<file path="config.mk">
export PLATFORM = sky130hd
export DESIGN_NAME = fp16_div_flat
export DESIGN_NICKNAME = d
export VERILOG_FILES = /design/src/rtl/fp16_div_if.sv /design/src/rtl/fp16_div.sv /design/src/flat_wrapper.sv
export SDC_FILE = /design/constraint.sdc
export NUM_CORES = 1
export LEC_CHECK = 0
export BUFFER_PORTS_ARGS = -buffer_cell sky130_fd_sc_hd__buf_2
export CORE_ASPECT_RATIO = 1.1
export CORE_UTILIZATION = 56
export DETAILED_ROUTE_END_ITERATION = 7
export GPL_ROUTABILITY_DRIVEN = 0
export HOLD_SLACK_MARGIN = 0.06
export PLACE_DENSITY = 0.81
export SLEW_MARGIN = 20
export SYNTH_ARGS = -nofsm -noshare
export SYNTH_HDL_FRONTEND = slang
export SYNTH_SLANG_ARGS = --single-unit
export TNS_END_PERCENT = 5
</file>
<file path="constraint.sdc">
create_clock -name clk -period 3.72 [get_ports clk]
set_clock_uncertainty 0.1 [all_clocks]
set_input_delay 0.744 -clock clk [delete_from_list [all_inputs] [get_ports clk]]
set_output_delay 0.744 -clock clk [all_outputs]
set_load 0.005 [all_outputs]
</file>
<file path="src/rtl/fp16_div_if.sv">
// Operand/result handshake bundle for the fp16 divider.
interface fp16_div_if;
    logic [15:0] op_a;
    logic [15:0] op_b;
    logic        in_valid;
    logic        in_ready;
    logic [15:0] q;
    logic        out_valid;
    logic        out_ready;
    logic        sNaN_o;
    logic        qNaN_o;
    logic        infinity_o;
    logic        zero_o;
    logic        subnormal_o;
    logic        normal_o;
    logic        dz_o;

    modport master (
        output op_a, op_b, in_valid, out_ready,
        input  in_ready, q, out_valid,
        input  sNaN_o, qNaN_o, infinity_o, zero_o, subnormal_o, normal_o, dz_o
    );

    modport slave (
        input  op_a, op_b, in_valid, out_ready,
        output in_ready, q, out_valid,
        output sNaN_o, qNaN_o, infinity_o, zero_o, subnormal_o, normal_o, dz_o
    );
endinterface

</file>
<file path="src/rtl/fp16_div.sv">
// Iterative binary16 divider: restoring division one quotient bit per clock,
// truncating result with one-hot class flags.
module fp16_div #(
    parameter int unsigned QBITS = 13
) (
    input  logic         clk,
    input  logic         rst,
    fp16_div_if.slave    bus
);
    localparam int unsigned SIG_W = 11;
    localparam int unsigned REM_W = 12;
    localparam int unsigned CNT_W = $clog2(QBITS);

    // class vector layout: {sNaN, qNaN, inf, zero, subnormal, normal}
    localparam logic [5:0] C_SNAN = 6'b100000;
    localparam logic [5:0] C_QNAN = 6'b010000;
    localparam logic [5:0] C_INF  = 6'b001000;
    localparam logic [5:0] C_ZERO = 6'b000100;
    localparam logic [5:0] C_SUB  = 6'b000010;
    localparam logic [5:0] C_NORM = 6'b000001;

    typedef enum logic [2:0] {S_IDLE, S_UNPACK, S_DIV, S_PACK, S_DONE} state_t;

    state_t                r_state;
    logic [15:0]           r_a;
    logic [15:0]           r_b;
    logic                  r_sign;
    logic signed [7:0]     r_exp;
    logic [REM_W-1:0]      r_rem;
    logic [SIG_W-1:0]      r_sig_b;
    logic [QBITS-1:0]      r_quo;
    logic [CNT_W-1:0]      r_cnt;
    logic [15:0]           r_q;
    logic [5:0]            r_cls;
    logic                  r_dz;
    logic                  r_out_valid;

    // Returns {unbiased exponent[7:0], significand 1.xxx[10:0]}; subnormals are normalised.
    function automatic logic [18:0] norm_op(input logic [14:0] x);
        logic [3:0]  lz;
        logic        found;
        logic [7:0]  ex;
        logic [10:0] sig;
        lz    = 4'd0;
        found = 1'b0;
        for (int i = 9; i >= 0; i--) begin
            if (!found && x[i]) begin
                lz    = 4'(9 - i);
                found = 1'b1;
            end
        end
        if (x[14:10] == 5'd0) begin
            ex  = 8'hF1 - {4'd0, lz};
            sig = 11'({1'b0, x[9:0]} << (lz + 4'd1));
        end else begin
            ex  = {3'd0, x[14:10]} - 8'd15;
            sig = {1'b1, x[9:0]};
        end
        return {ex, sig};
    endfunction

    logic [18:0]       w_na;
    logic [18:0]       w_nb;
    logic              w_sign;
    logic              w_spec;
    logic [15:0]       w_spec_q;
    logic [5:0]        w_spec_cls;
    logic              w_spec_dz;

    assign w_na   = norm_op(r_a[14:0]);
    assign w_nb   = norm_op(r_b[14:0]);
    assign w_sign = r_a[15] ^ r_b[15];

    // Special-operand resolution in priority order.
    always_comb begin
        logic a_nan, b_nan, a_inf, b_inf, a_zero, b_zero;
        a_nan  = (&r_a[14:10]) && (|r_a[9:0]);
        b_nan  = (&r_b[14:10]) && (|r_b[9:0]);
        a_inf  = (&r_a[14:10]) && !(|r_a[9:0]);
        b_inf  = (&r_b[14:10]) && !(|r_b[9:0]);
        a_zero = !(|r_a[14:0]);
        b_zero = !(|r_b[14:0]);
        w_spec     = 1'b1;
        w_spec_q   = 16'd0;
        w_spec_cls = 6'd0;
        w_spec_dz  = 1'b0;
        if (a_nan && !r_a[9]) begin
            w_spec_q = r_a;  w_spec_cls = C_SNAN;
        end else if (b_nan && !r_b[9]) begin
            w_spec_q = r_b;  w_spec_cls = C_SNAN;
        end else if (a_nan) begin
            w_spec_q = r_a;  w_spec_cls = C_QNAN;
        end else if (b_nan) begin
            w_spec_q = r_b;  w_spec_cls = C_QNAN;
        end else if ((a_inf && b_inf) || (a_zero && b_zero)) begin
            w_spec_q = 16'h7E00;  w_spec_cls = C_QNAN;
        end else if (a_inf) begin
            w_spec_q = {w_sign, 15'h7C00};  w_spec_cls = C_INF;
        end else if (b_inf) begin
            w_spec_q = {w_sign, 15'd0};  w_spec_cls = C_ZERO;
        end else if (b_zero) begin
            w_spec_q = {w_sign, 15'h7C00};  w_spec_cls = C_INF;  w_spec_dz = 1'b1;
        end else if (a_zero) begin
            w_spec_q = {w_sign, 15'd0};  w_spec_cls = C_ZERO;
        end else begin
            w_spec = 1'b0;
        end
    end

    logic              w_ge;
    logic [REM_W-1:0]  w_rem_next;

    assign w_ge       = r_rem >= {1'b0, r_sig_b};
    assign w_rem_next = w_ge ? REM_W'((r_rem - {1'b0, r_sig_b}) << 1) : REM_W'(r_rem << 1);

    logic signed [7:0] w_e;
    logic [SIG_W-1:0]  w_m;
    logic [3:0]        w_sh;
    logic [9:0]        w_subm;
    logic [15:0]       w_pack_q;
    logic [5:0]        w_pack_cls;

    // Normalise the quotient and range-classify the exponent.
    always_comb begin
        w_m        = r_quo[QBITS-1] ? r_quo[QBITS-1 -: SIG_W] : r_quo[QBITS-2 -: SIG_W];
        w_e        = r_quo[QBITS-1] ? r_exp : r_exp - 8'sd1;
        w_sh       = 4'(-8'sd14 - w_e);
        w_subm     = 10'(w_m >> w_sh);
        w_pack_q   = 16'd0;
        w_pack_cls = 6'd0;
        if (w_e > 8'sd15) begin
            w_pack_q = {r_sign, 15'h7C00};  w_pack_cls = C_INF;
        end else if (w_e < -8'sd24) begin
            w_pack_q = {r_sign, 15'd0};  w_pack_cls = C_ZERO;
        end else if (w_e < -8'sd14) begin
            if (w_subm == 10'd0) begin
                w_pack_q = {r_sign, 15'd0};  w_pack_cls = C_ZERO;
            end else begin
                w_pack_q = {r_sign, 5'd0, w_subm};  w_pack_cls = C_SUB;
            end
        end else begin
            w_pack_q = {r_sign, 5'(w_e + 8'sd15), w_m[9:0]};  w_pack_cls = C_NORM;
        end
    end

    always_ff @(posedge clk) begin
        if (rst) begin
            r_state     <= S_IDLE;
            r_q         <= 16'd0;
            r_cls       <= 6'd0;
            r_dz        <= 1'b0;
            r_out_valid <= 1'b0;
        end else begin
            case (r_state)
                S_IDLE: begin
                    if (bus.in_valid) begin
                        r_a     <= bus.op_a;
                        r_b     <= bus.op_b;
                        r_state <= S_UNPACK;
                    end
                end
                S_UNPACK: begin
                    r_sign  <= w_sign;
                    r_exp   <= w_na[18:11] - w_nb[18:11];
                    r_rem   <= {1'b0, w_na[10:0]};
                    r_sig_b <= w_nb[10:0];
                    r_quo   <= '0;
                    r_cnt   <= CNT_W'(QBITS - 1);
                    if (w_spec) begin
                        r_q     <= w_spec_q;
                        r_cls   <= w_spec_cls;
                        r_dz    <= w_spec_dz;
                        r_state <= S_DONE;
                    end else begin
                        r_state <= S_DIV;
                    end
                end
                S_DIV: begin
                    r_rem <= w_rem_next;
                    r_quo <= {r_quo[QBITS-2:0], w_ge};
                    if (r_cnt == '0) r_state <= S_PACK;
                    else             r_cnt   <= r_cnt - CNT_W'(1);
                end
                S_PACK: begin
                    r_q     <= w_pack_q;
                    r_cls   <= w_pack_cls;
                    r_dz    <= 1'b0;
                    r_state <= S_DONE;
                end
                S_DONE: begin
                    // Result registers settle one cycle before out_valid is raised.
                    if (!r_out_valid) begin
                        r_out_valid <= 1'b1;
                    end else if (bus.out_ready) begin
                        r_out_valid <= 1'b0;
                        r_state     <= S_IDLE;
                    end
                end
                default: r_state <= S_IDLE;
            endcase
        end
    end

    assign bus.in_ready    = (r_state == S_IDLE) && !rst;
    assign bus.q           = r_q;
    assign bus.out_valid   = r_out_valid;
    assign bus.sNaN_o      = r_cls[5];
    assign bus.qNaN_o      = r_cls[4];
    assign bus.infinity_o  = r_cls[3];
    assign bus.zero_o      = r_cls[2];
    assign bus.subnormal_o = r_cls[1];
    assign bus.normal_o    = r_cls[0];
    assign bus.dz_o        = r_dz;

endmodule
</file>
<file path="src/flat_wrapper.sv">
// flat-port wrapper written by rule: the top's interface ports become plain ports
module fp16_div_flat 
#(
    parameter int unsigned QBITS = 13
)
  (clk, rst, bus_op_a, bus_op_b, bus_in_valid, bus_out_ready, bus_in_ready, bus_q, bus_out_valid, bus_sNaN_o, bus_qNaN_o, bus_infinity_o, bus_zero_o, bus_subnormal_o, bus_normal_o, bus_dz_o);
  fp16_div_if bus_i ();
  input  logic clk;
  input  logic rst;
  input wire logic [$bits(bus_i.op_a)-1:0] bus_op_a;
  input wire logic [$bits(bus_i.op_b)-1:0] bus_op_b;
  input wire logic [$bits(bus_i.in_valid)-1:0] bus_in_valid;
  input wire logic [$bits(bus_i.out_ready)-1:0] bus_out_ready;
  output wire logic [$bits(bus_i.in_ready)-1:0] bus_in_ready;
  output wire logic [$bits(bus_i.q)-1:0] bus_q;
  output wire logic [$bits(bus_i.out_valid)-1:0] bus_out_valid;
  output wire logic [$bits(bus_i.sNaN_o)-1:0] bus_sNaN_o;
  output wire logic [$bits(bus_i.qNaN_o)-1:0] bus_qNaN_o;
  output wire logic [$bits(bus_i.infinity_o)-1:0] bus_infinity_o;
  output wire logic [$bits(bus_i.zero_o)-1:0] bus_zero_o;
  output wire logic [$bits(bus_i.subnormal_o)-1:0] bus_subnormal_o;
  output wire logic [$bits(bus_i.normal_o)-1:0] bus_normal_o;
  output wire logic [$bits(bus_i.dz_o)-1:0] bus_dz_o;
  assign bus_i.op_a = bus_op_a;
  assign bus_i.op_b = bus_op_b;
  assign bus_i.in_valid = bus_in_valid;
  assign bus_i.out_ready = bus_out_ready;
  assign bus_in_ready = bus_i.in_ready;
  assign bus_q = bus_i.q;
  assign bus_out_valid = bus_i.out_valid;
  assign bus_sNaN_o = bus_i.sNaN_o;
  assign bus_qNaN_o = bus_i.qNaN_o;
  assign bus_infinity_o = bus_i.infinity_o;
  assign bus_zero_o = bus_i.zero_o;
  assign bus_subnormal_o = bus_i.subnormal_o;
  assign bus_normal_o = bus_i.normal_o;
  assign bus_dz_o = bus_i.dz_o;
  fp16_div #(.QBITS(QBITS)) u_core (.clk(clk), .rst(rst), .bus(bus_i));
endmodule
</file>
==> flow_summary.yaml <==
floorplan:
  die-area_sq_um: 15600
  die-width_microns: 119
  io_pins: 61
  core_sq_um: 14600
  initial_core_util_pct: 58.0
  fp.dieH_microns: 131
  core.rowCount: 46
placed_design:
  dp.final_hpwl_microns: 16700
  dp_cells: 1138
  portBuffers: 60
setup_path:
  critPathKind: "register to register"
  r2r_setup_slack_ns: 0.04
  crit_chain: "or4_4, nor3_4, and2_1, nor3_4, inv_2, ha_2, buf_4, o31ai_1, and2_1, o32a_1"
  r2r-start: "u_core.r_b[4]"
  cp-start-kind: "register"
  r2r-end: "u_core.r_sig_b[10]"
  critPathMaxStageDelay_ns: 0.68
  cp_max_fo: 10
  critPathRequiredTime_ns: 3.82
  cp-end-kind: "register"
  cp_slowest_cell: "or4_4"
  critPathArrivalTime_ns: 3.79
  reg2regPathDepth: 10
global_route:
  antenna_found_initial: 0
  overflow: 0
  grt_max_degree: 33
  grt_pass1_vias: 7077
  grt_pass1_wl_microns: 36200
  grt_usage_pct: 29.8
synth:
  synth_seq_area_share_pct: 35.2
  synth.most_common_cell: "edfxtp_1"
  synth_top_area_share_pct: 28.8
  ys.warnings.count: 0
  syn_nets: 981
  synthFlopType: "edfxtp_1"
  synth_top_cells_by_area: "edfxtp_1 (29%), dfxtp_1 (6.4%), ha_1 (4.6%), a21oi_1 (3.9%), mux2i_1 (3.7%)"
  synthTopCellsByCount: "edfxtp_1 (81), nor2_1 (71), nand2_1 (69)"
  netlist_instances: 912
  ys_types: 106
  synth_area_sq_um: 8450
  yosysTopAreaCell: "edfxtp_1"
  synth_enable_flop_cells: 81
  async_reset_ff_share_pct: 0
  ys_ff_latch: 108
  synth.avg_cell_area_sq_um: 9.26
cells_and_area:
  area_growth_pct: 10.2
  fillers: 1194
  nets: 1026
  drive_gt1_share_pct: 18.4
  finalNonFillerCells: 1154
  diodes: 0
routing:
  drt-met1-wl_microns: 9180
  detail_route.vias_per_cell: 6.74
  met3_length_microns: 2120
  wl_microns: 22900
  ant_nets: 0
  drt_pass1_iterations: 6
  drtIter0Drc: 1184
  wl_met2_microns: 10600
  vias: 7779
  wl_per_cell_microns: 19.8
  routed.top_layer: "met4"
  drc_errors: 0
outcome:
  status: "finished clean"
hold_path:
  hold_path_depth: 2
  hp-class: "register to register"
  min_to: "u_core.bus.q[13]"
  holdCritStartpoint: "u_core.bus.q[13]"
clock_network:
  clockBufferDepth: 2
  h-tree-depth: 3
  postCtsSetupRepairBufs: 0
  clockRootBuffer: "clkbuf_16"
  cts_tree: "yes"
  clock_latency_ns: 0.36
  clock-sinks: 108
  cts.clk_slew.worst_paths_ns: 0.07
  cts_inserted_buffers: 9
timing:
  setup_viol: 0
  worst_slew_pin_slew_ns: 0.995
  final_max_slew_viol_count: 0
  min_period_ns: 3.68
  max_freq_mhz: 271
  hold_viol: 0
  timing.max_slew.rel_slack_pct: 32.9
  fin_crit_sh_pct: 99.1
pwr:
  finalPower_uw: 3170
  p_leak_uw: 0.00368
  max-vdd-ir-drop_mv: 0.257
  p_per_area_nw_per_um2: 340
flow_run:
  maxCapViolCount: 0
-- per-stage QoR --
step / utilization [%] / worst slack, ns / TNS, ns / area [sq um] / hold WS [ns]
floorplan: - / 0.0280 / 0 / 8450 / 0.348
global placement: 61.7 / 0.243 / 0 / 8980 / 0.337
detailed placement: 61.7 / 0.211 / 0 / 8980 / 0.348
CTS: 63.8 / 0.150 / 0 / 9290 / 0.359
global route: 63.9 / -0.00146 / -0.00146 / 9310 / 0.381
finish: 63.9 / 0.0351 / 0 / 9310 / 0.358
-- area by class of cell --
class	count	area [sq um]	share of cell area [%]
inverter	43	161	1.73
sequential	108	2970	31.9
multi-input combinational	698	5050	54.2
clock buffer	11	233	2.50
timing repair buffer	97	578	6.21
tap	192	240	2.58
clock inverter	5	76.3	0.820
-- worst max-delay path by stage --
stage / start / depth (start not counted) / slack [ns] / to
final: u_core.r_b[4] / 10 / 0.04 / u_core.r_sig_b[10]
after global routing: u_core.r_a[9] / 12 / -0.001 / u_core.r_rem[9]
after CTS: u_core.r_b[4] / 10 / 0.15 / u_core.r_sig_b[10]
after detailed placement: u_core.r_a[9] / 12 / 0.21 / u_core.r_exp[6]
after global placement: u_core.r_b[5] / 10 / 0.24 / u_core.r_sig_b[10]
after floorplan: u_core.r_exp[0] / 12 / 0.03 / u_core.r_cls[1]
-- power by group --
group / total (uW) / leakage, uW / internal [uW] / switching, uW
clock network: 1020 / 0.000147 / 587 / 436
logic: 703 / 0.00257 / 294 / 409
registers: 1440 / 0.000960 / 1370 / 76.3
-- routing by layer --
metal	vias up	global-route usage, %
li1	3581	-
met1	3598	38.3
met2	509	49.3
met3	91	3.73
met4	0	15.9
met5	-	0
-- what timing repair did --
item / CTS / global route
hold buffers: 0 / 0
gates resized for setup: 0 / 5
endpoints found under the setup margin: 0 / 6
-- flip-flops by register name, summed over array words and instances (netlist names) --
| name | count |
|---|---|
| u_core.bus.dz_o | 1 |
| u_core.bus.out_valid | 1 |
| u_core.bus.q | 16 |
| u_core.r_a | 16 |
| u_core.r_b | 16 |
| u_core.r_cls | 6 |
| u_core.r_cnt | 4 |
| u_core.r_exp | 8 |
| u_core.r_quo | 13 |
| u_core.r_rem | 12 |
| u_core.r_sig_b | 11 |
| u_core.r_sign | 1 |
| u_core.r_state | 3 |
-- critical path: cells and delay by family (launching register included) --
kind	cells	cell delay (ns)
AOI/OAI and AO/OA	2	0.70
adders and majority gates	1	0.37
buffers and inverters	2	0.36
DFF	1	0.59
and+or+nand+nor	5	1.39
-- cells in the final DEF (no fill, tap or decap), drive strengths merged, types with 16 or more instances in the layout --
cell type and count:
ha 31, nor2 72, and3 20, inv 43, nand2 70, edfxtp 81
o21ai 41, nor3 35, a221oi 18, dfxtp 27, nand3 16, a21o 17
a31oi 20, mux2i 31, buf 97, a21oi 67
-- cell families after synthesis --
group           count (synthesis)  share of synthesized area [%]
fa+ha+maj                      33                           5.07
simple gates                  313                           20.3
flops                         108                           35.2
compound gates                276                           24.1
xor+xnor                       29                           3.44
mux                            47                           6.34
buf+inv                       106                           5.63
Power figures use the tool's default switching activity.
